==> src/rtl/dmem_access_unit.sv <==
// Memory-stage access unit: turns one load/store request (optionally indirect)
// into one or two data-cache transactions, stalling the pipeline until done.
//
// state    | meaning
// IDLE     | waiting for a request; captures it on the same edge it is seen
// IND_READ | fetching the pointer word for an indirect access
// ACCESS   | performing the data read or write
// DONE     | one-cycle completion: rdata_valid (and err on timeout)
module dmem_access_unit #(
    parameter int MAX_WAIT = 64
) (
    input  logic        clk,
    input  logic        reset,
    input  logic        req_read,
    input  logic        req_write,
    input  logic        req_byte,
    input  logic        req_indirect,
    input  logic [15:0] req_addr,
    input  logic [15:0] req_wdata,
    output logic        stall,
    output logic [15:0] rdata,
    output logic        rdata_valid,
    output logic        err,
    output logic        mem_read,
    output logic        mem_write,
    output logic [15:0] mem_address,
    output logic [15:0] mem_wdata,
    output logic [1:0]  mem_byte_enable,
    input  logic        mem_resp,
    input  logic [15:0] mem_rdata
);

    localparam int CW = $clog2(MAX_WAIT);
    localparam logic [CW-1:0] LIMIT = CW'(MAX_WAIT - 1);

    typedef enum logic [1:0] {IDLE, IND_READ, ACCESS, DONE} state_t;

    state_t        state_q, state_d;
    logic [CW-1:0] cnt_q, cnt_d;
    logic [15:0]   addr_q, addr_d;
    logic [15:0]   wdata_q, wdata_d;
    logic [15:0]   rdata_q, rdata_d;
    logic          byte_q, byte_d;
    logic          write_q, write_d;
    logic          err_q, err_d;

    logic          req;
    logic          at_limit;
    logic [15:0]   load_data;

    assign req      = req_read | req_write;
    assign at_limit = (cnt_q == LIMIT);
    assign rdata    = rdata_q;

    always_comb begin
        if (byte_q) begin
            load_data = {8'h00, (addr_q[0] ? mem_rdata[15:8] : mem_rdata[7:0])};
        end else begin
            load_data = mem_rdata;
        end
    end

    always_ff @(posedge clk) begin
        if (reset) begin
            state_q <= IDLE;
            cnt_q   <= '0;
            addr_q  <= '0;
            wdata_q <= '0;
            rdata_q <= '0;
            byte_q  <= 1'b0;
            write_q <= 1'b0;
            err_q   <= 1'b0;
        end else begin
            state_q <= state_d;
            cnt_q   <= cnt_d;
            addr_q  <= addr_d;
            wdata_q <= wdata_d;
            rdata_q <= rdata_d;
            byte_q  <= byte_d;
            write_q <= write_d;
            err_q   <= err_d;
        end
    end

    always_comb begin
        state_d         = state_q;
        cnt_d           = cnt_q;
        addr_d          = addr_q;
        wdata_d         = wdata_q;
        rdata_d         = rdata_q;
        byte_d          = byte_q;
        write_d         = write_q;
        err_d           = err_q;
        stall           = 1'b0;
        rdata_valid     = 1'b0;
        err             = 1'b0;
        mem_read        = 1'b0;
        mem_write       = 1'b0;
        mem_address     = '0;
        mem_wdata       = '0;
        mem_byte_enable = 2'b00;

        case (state_q)
            IDLE: begin
                stall = req;
                if (req) begin
                    addr_d  = req_addr;
                    wdata_d = req_wdata;
                    byte_d  = req_byte;
                    write_d = req_write;
                    cnt_d   = '0;
                    state_d = req_indirect ? IND_READ : ACCESS;
                end
            end

            IND_READ: begin
                stall           = 1'b1;
                mem_read        = 1'b1;
                mem_address     = {addr_q[15:1], 1'b0};
                mem_byte_enable = 2'b11;
                if (mem_resp) begin
                    addr_d  = mem_rdata;
                    byte_d  = 1'b0;
                    cnt_d   = '0;
                    state_d = ACCESS;
                end else if (at_limit) begin
                    // abandon the access phase entirely on a pointer-fetch timeout
                    rdata_d = '0;
                    err_d   = 1'b1;
                    state_d = DONE;
                end else begin
                    cnt_d = cnt_q + 1'b1;
                end
            end

            ACCESS: begin
                stall     = 1'b1;
                mem_read  = ~write_q;
                mem_write = write_q;
                if (byte_q) begin
                    mem_address     = addr_q;
                    mem_byte_enable = addr_q[0] ? 2'b10 : 2'b01;
                    mem_wdata       = {wdata_q[7:0], wdata_q[7:0]};
                end else begin
                    mem_address     = {addr_q[15:1], 1'b0};
                    mem_byte_enable = 2'b11;
                    mem_wdata       = wdata_q;
                end
                if (mem_resp) begin
                    rdata_d = write_q ? 16'h0000 : load_data;
                    err_d   = 1'b0;
                    state_d = DONE;
                end else if (at_limit) begin
                    rdata_d = '0;
                    err_d   = 1'b1;
                    state_d = DONE;
                end else begin
                    cnt_d = cnt_q + 1'b1;
                end
            end

            DONE: begin
                rdata_valid = 1'b1;
                err         = err_q;
                state_d     = IDLE;
            end

            default: state_d = IDLE;
        endcase
    end

endmodule

==> config.mk <==
export PLATFORM = sky130hd
export DESIGN_NAME = dmem_access_unit
export DESIGN_NICKNAME = d
export VERILOG_FILES = /design/src/rtl/dmem_access_unit.sv
export SDC_FILE = /design/constraint.sdc
export NUM_CORES = 1
export LEC_CHECK = 0
export ABC_AREA = 1
export CORE_UTILIZATION = 43
export CTS_BUF_LIST = sky130_fd_sc_hd__clkbuf_2
export DETAILED_ROUTE_END_ITERATION = 6
export GPL_TIMING_DRIVEN = 0
export PLACE_DENSITY = 0.79
export SLEW_MARGIN = 20
export SYNTH_ARGS = -nofsm -noshare
export SYNTH_HDL_FRONTEND = slang
export SYNTH_SLANG_ARGS = --single-unit
==> constraint.sdc <==
create_clock -name clk -period 1.7 [get_ports clk]
set_input_delay 0.34 -clock clk [delete_from_list [all_inputs] [get_ports clk]]
set_output_delay 0.34 -clock clk [all_outputs]
set_load 0.05 [all_outputs]
## Word-level counts from Yosys, hierarchy flattened

Index checks and enable logic that the tools add are counted.

- Equal/unequal tests: 8
- Muxes and demuxes: 40
- Add/subtract/negate cells: 1
- $lt $le $gt $ge: 0
- Shift-type cells: 0
- Multipliers: 0
- Divide/modulo/power cells: 0
- Reduce and logical (&&, ||, !) cells: 9
- Bitwise operators: 2

Operator list:

| operator | number |
|---|---|
| $mux W16 | 9 |
| $pmux W16 S2 | 3 |
| $mux W6 | 4 |
| $pmux W6 S3 | 1 |
| $mux W2 | 7 |
| $mux W1 | 9 |
| $mux W8 | 1 |
| $ne A2 B2 Y1 const B | 4 |
| $pmux W1 S2 | 4 |
| $pmux W2 S4 | 1 |
| $add A6 B1 Y6 const B | 1 |
| $eq A6 B6 Y1 const B | 1 |
| $reduce_and A3 Y1 | 2 |
| $eq A2 B2 Y1 const B | 2 |
| $pmux W2 S2 | 1 |
| $reduce_and A2 Y1 | 2 |
| $reduce_bool A2 Y1 | 2 |
| $reduce_bool A3 Y1 | 1 |
| $eq A2 B1 Y1 const B | 1 |
| $logic_not A2 Y1 | 1 |
| $reduce_or A2 Y1 | 1 |
| $not A1 Y1 | 1 |
| $or A1 B1 Y1 | 1 |

- Memory bits (read-only): 0
- Memories: 0
- Bits in writable memories: 0
- Bits in latches: 0
- Output and inout bits: 55
- Flip-flop bits (word level): 59

## Longest topological paths before layout

- Word-level depth: 5
- Mapped depth: 9
- Depth with buffers taken out: 8

## Worst setup path before layout

OpenSTA, ideal clock, no wires.

- Path type: reg2out
- Start point: register state_q[0]
- End point: output mem_address[0]
- Path buffers: 0
- Data arrival time: 1.924 ns
- Setup slack: -0.564 ns
- Stages on the path, launching flop included: 5
- Required time: 1.360 ns
- Cell sequence: dfxtp_1 > inv_1 > ha_1 > inv_1 > nor3_1

- Cells in the longest elaborated chain, start to end: 2
- Elaborated cells on any way between the ends: 3

RTL lines:

| what | RTL line | RTL |
|---|---|---|
| from (decl) | 38 | `state_t state_q, state_d;` |
| from (signal assigned) | 74 | `state_q <= state_d;` |
| $eq A2 B2 Y1 or $eq A2 B1 Y1 (tied branches) | 103 | `case (state_q)` |
| $pmux W16 S2 * | 103 |  |
| to (decl) | 26 | `output logic [15:0] mem_address,` |

Mark *: on every way between the ends. The rest lies on a longest branch, timed or not.

## Worst setup path in the final report

- Start point: register state_q[1]
- End point: output mem_address[13]

Same word-level chain as after synthesis.

==> flow_summary_export.csv <==
group,metric,value,unit
run_status,violations,"setup timing",
clock_tree,ctsRootBufferMaster,"clkbuf_2",
timing,rsz0062_at_grt,"true",
timing,holdWs,0.125,ns
power_and_ir_drop,p_switching,0.00268,W
logic_synthesis,synth_top_area_share,35.9,%
grt,grt_pass1_wl,16000,µm
worst_setup_path,r2r_setup_slack,0.05,ns
timing,min_period,2.27,ns
place,portBuffers,108,
floorplanning,die_w,89.5,µm
timing,setup_violations,39,
floorplanning,rows,31,
logic_synthesis,synth-simple-area-share,24.2,%
place,gp_congestion,0.876,
floorplanning,start_util,44.9,%
logic_synthesis,synth_flop_cell,"dfxtp_1",
worst_setup_path,slowest_delay,0.40,ns
logic_synthesis,synth.cell_area,3290,µm²
logic_synthesis,async_reset_ff_share,0,%
clock_tree,cts.sinks,59,
grt,antenna_found_initial,0,
grt,grt_max_degree,11,
detailed_routing,drt-total-wl,11400,µm
worst_setup_path,cp-end-kind,"output pin",
place,dp_slack,-0.997,ns
detailed_routing,wire_per_inst,15.6,µm
worst_setup_path,crit_path_top_delay_cell,"dfxtp_4",
logic_synthesis,syn_area_per_cell,6.81,µm²
detailed_routing,drcViolationCount,0,
timing,fin_ws,-0.569,ns
logic_synthesis,yosysTopAreaCell,"dfxtp_1",
clock_tree,cts_tree,"yes",
power_and_ir_drop,powerDensity,1100,nW/µm²
timing,finalSetupTns,-16.94,ns
clock_tree,cts_buffers,9,
clock_tree,ctsHoldBuffers,0,
worst_setup_path,cp_cell_sequence,"buf_6 > ha_4 > o21ai_4 > buf_6 > buf_12 > nor2_4 > buf_8",
timing,relSlewSlack,67.5,%
job,cap_violations,0,
clock_tree,clock_latency,0.51,ns
floorplanning,die_h,89.5,µm
timing,hold_viol,0,
worst_setup_path,cp.required,1.36,ns
clock_tree,htreeDepth,3,
worst_setup_path,startpoint_type,"register",
timing,drv_slew,0,
logic_synthesis,synth-xor-area-share,0,%
cells_and_area,fin_util,76.9,%
logic_synthesis,synth_most_common_cell,"nand2_1",
floorplanning,io_pins,110,
run_status,status,"finished, violations left",
cells_and_area,multi_input_area,2140,µm²
floorplanning,fp.dieArea,8010,µm²
place,hpwl,7400,µm
worst_setup_path,timing.rr.start,"state_q[1]",
logic_synthesis,synth_top_family_by_area,"compound AO/OA/AOI/OAI gates",
power_and_ir_drop,p_clk_share,18.8,%
logic_synthesis,synth_edf_count,0,
detailed_routing,via_per_inst,5.29,
place,dpl_cell_area,4720,µm²
logic_synthesis,ys_seq_area_share,35.9,%
detailed_routing,firstDrtPassIters,4,
logic_synthesis,synth_common_cells,"89 x nand2_1, 75 x nor2_1, 59 x dfxtp_1, 57 x inv_1, 55 x o21ai_0",
timing,fmax,441,MHz
grt,grt_pass1_vias,3451,
clock_tree,clk_pin_slew,0.16,ns
cells_and_area,antenna_cells,0,
cells_and_area,seqCellArea,1190,µm²
logic_synthesis,synth_compound_area_share,24.6,%
power_and_ir_drop,p_sw_share,43.1,%
detailed_routing,drtIter0Drc,240,
hold_path,min_path_type,"input pin to register",
cells_and_area,drive_gt1_share,35.8,%
detailed_routing,antenna_left,0,
power_and_ir_drop,comb_power_share,51.5,%
timing,tightest_slew,0.487,ns
cells_and_area,area_delta_synth_final,71.4,%
worst_setup_path,worstPathArrival,1.93,ns
worst_setup_path,cp_max_fo,5,
logic_synthesis,ys_seq_elements,59,
timing,skew,0.0241,ns
worst_setup_path,crit_top_cell,"buf_6",
grt,overflow,0,
logic_synthesis,synthAdderAreaFrac,2.28,%
logic_synthesis,synth.area.mux_share,0,%
detailed_routing,num_vias,3870,
power_and_ir_drop,p_leak,2.48,nW
cells_and_area,design_area,5640,µm²
timing,min_period_over_period,133,%
cells_and_area,nets,688,
cells_and_area,fillerInstances,477,
worst_setup_path,critPathKind,"register to output pin",
logic_synthesis,ys.warnings.count,0,
floorplanning,core-area,7330,µm²
power_and_ir_drop,vdd_ir_drop_max,0.000739,V
logic_synthesis,ys_types,30,
logic_synthesis,synthCells,483,
power_and_ir_drop,p_int,0.00355,W
logic_synthesis,synthesis.nets,544,
grt,groute.usage.overall,26.6,%
hold_path,hold_start,"reset",
logic_synthesis,ys_top_cells_by_area,"dfxtp_1 36%, nand2_1 10%, nor2_1 8.6%",
power_and_ir_drop,seq_power_share,29.6,%
worst_setup_path,worstSetupStartpoint,"state_q[1]",
clock_tree,clk_path_buf_depth,2,
cell type report:
cell class                 instances  share of cell area, %
buffer                            23                   4.04
tap                               99                   2.20
inverter                          63                   5.17
sequential                        59                   21.1
clock buffer                      10                  0.888
clock inverter                     6                   1.84
multi-input combinational        335                   38.0
timing repair buffer             136                   26.7
what timing repair did:
item / CTS / global route
buffers inserted: 14 / 12
pin swaps: 5 / 10
endpoints found under the setup margin: 55 / 49
resized for setup: 414 / 47
gates cloned: 3 / 1
cell families after synthesis:
family / after synthesis
AND/OR/NAND/NOR: 185
AO/OA/AOI/OAI: 144
buffers and inverters: 89
flip-flops: 59
adder cells (fa/ha/maj): 6
metal layers:
metal	GRT usage [%]	share of wire, %	up-vias
li1	-	-	1841
met1	32.0	40	1827
met2	44.9	51	172
met3	6.00	6.1	30
met4	12.6	2.8	0
met5	0	0	-
critical path: cells and delay by family, from the launching register on:
family | cells | cell delay [ns]
AO/OA/AOI/OAI | 1 | 0.27
adder cells (fa/ha/maj) | 1 | 0.18
buffers and inverters | 4 | 0.55
flip-flops | 1 | 0.40
AND/OR/NAND/NOR | 1 | 0.04
sequential cells by signal (all words and copies together) (netlist names):
name     count
err_q        1
byte_q       1
write_q      1
cnt_q        6
rdata       16
wdata_q     16
state_q      2
addr_q      16
power by group through the flow:
stage	Sequential (W)	Clock (W)	Combinational (W)
finish	0.00185	0.00117	0.00321
floorplan	0.00191	0	0.00171
global route	0.00187	0.00123	0.00340
CTS	0.00181	0.00116	0.00300
global placement	0.00179	0	0.00247
detailed placement	0.00180	0	0.00252
cell usage in the layout, fill, tap and decap left out, drive strengths merged:
master / instances
a21boi: 1
nor2: 79
clkinv: 4
dfxtp: 59
clkdlybuf4s50: 53
nand2: 94
buf: 85
clkbuf: 15
inv: 52
o21ai: 89
a21oi: 47
nand3: 8
nor3: 4
clkdlybuf4s15: 16
ha: 6
o211ai: 7
bufinv: 3
clkinvlp: 10
through the flow:
| step | std cells | total power (W) |
|---|---|---|
| 2_1_floorplan | 483 | 0.00361 |
| 4_1_cts | 723 | 0.00598 |
| 3_3_place_gp | 690 | 0.00425 |
| 3_5_place_dp | 690 | 0.00432 |
| 6_report | 731 | 0.00623 |
| 5_1_grt | 731 | 0.00650 |
worst paths after layout:
| check | depth (start not counted) | end |
|---|---|---|
| worst min register to register | 2 | addr_q[0] |
| worst min-delay path | 2 | state_q[0] |
| worst max register to register | 10 | cnt_q[1] |
| worst max-delay path | 7 | mem_address[13] |
Power figures use the tool's default switching activity.
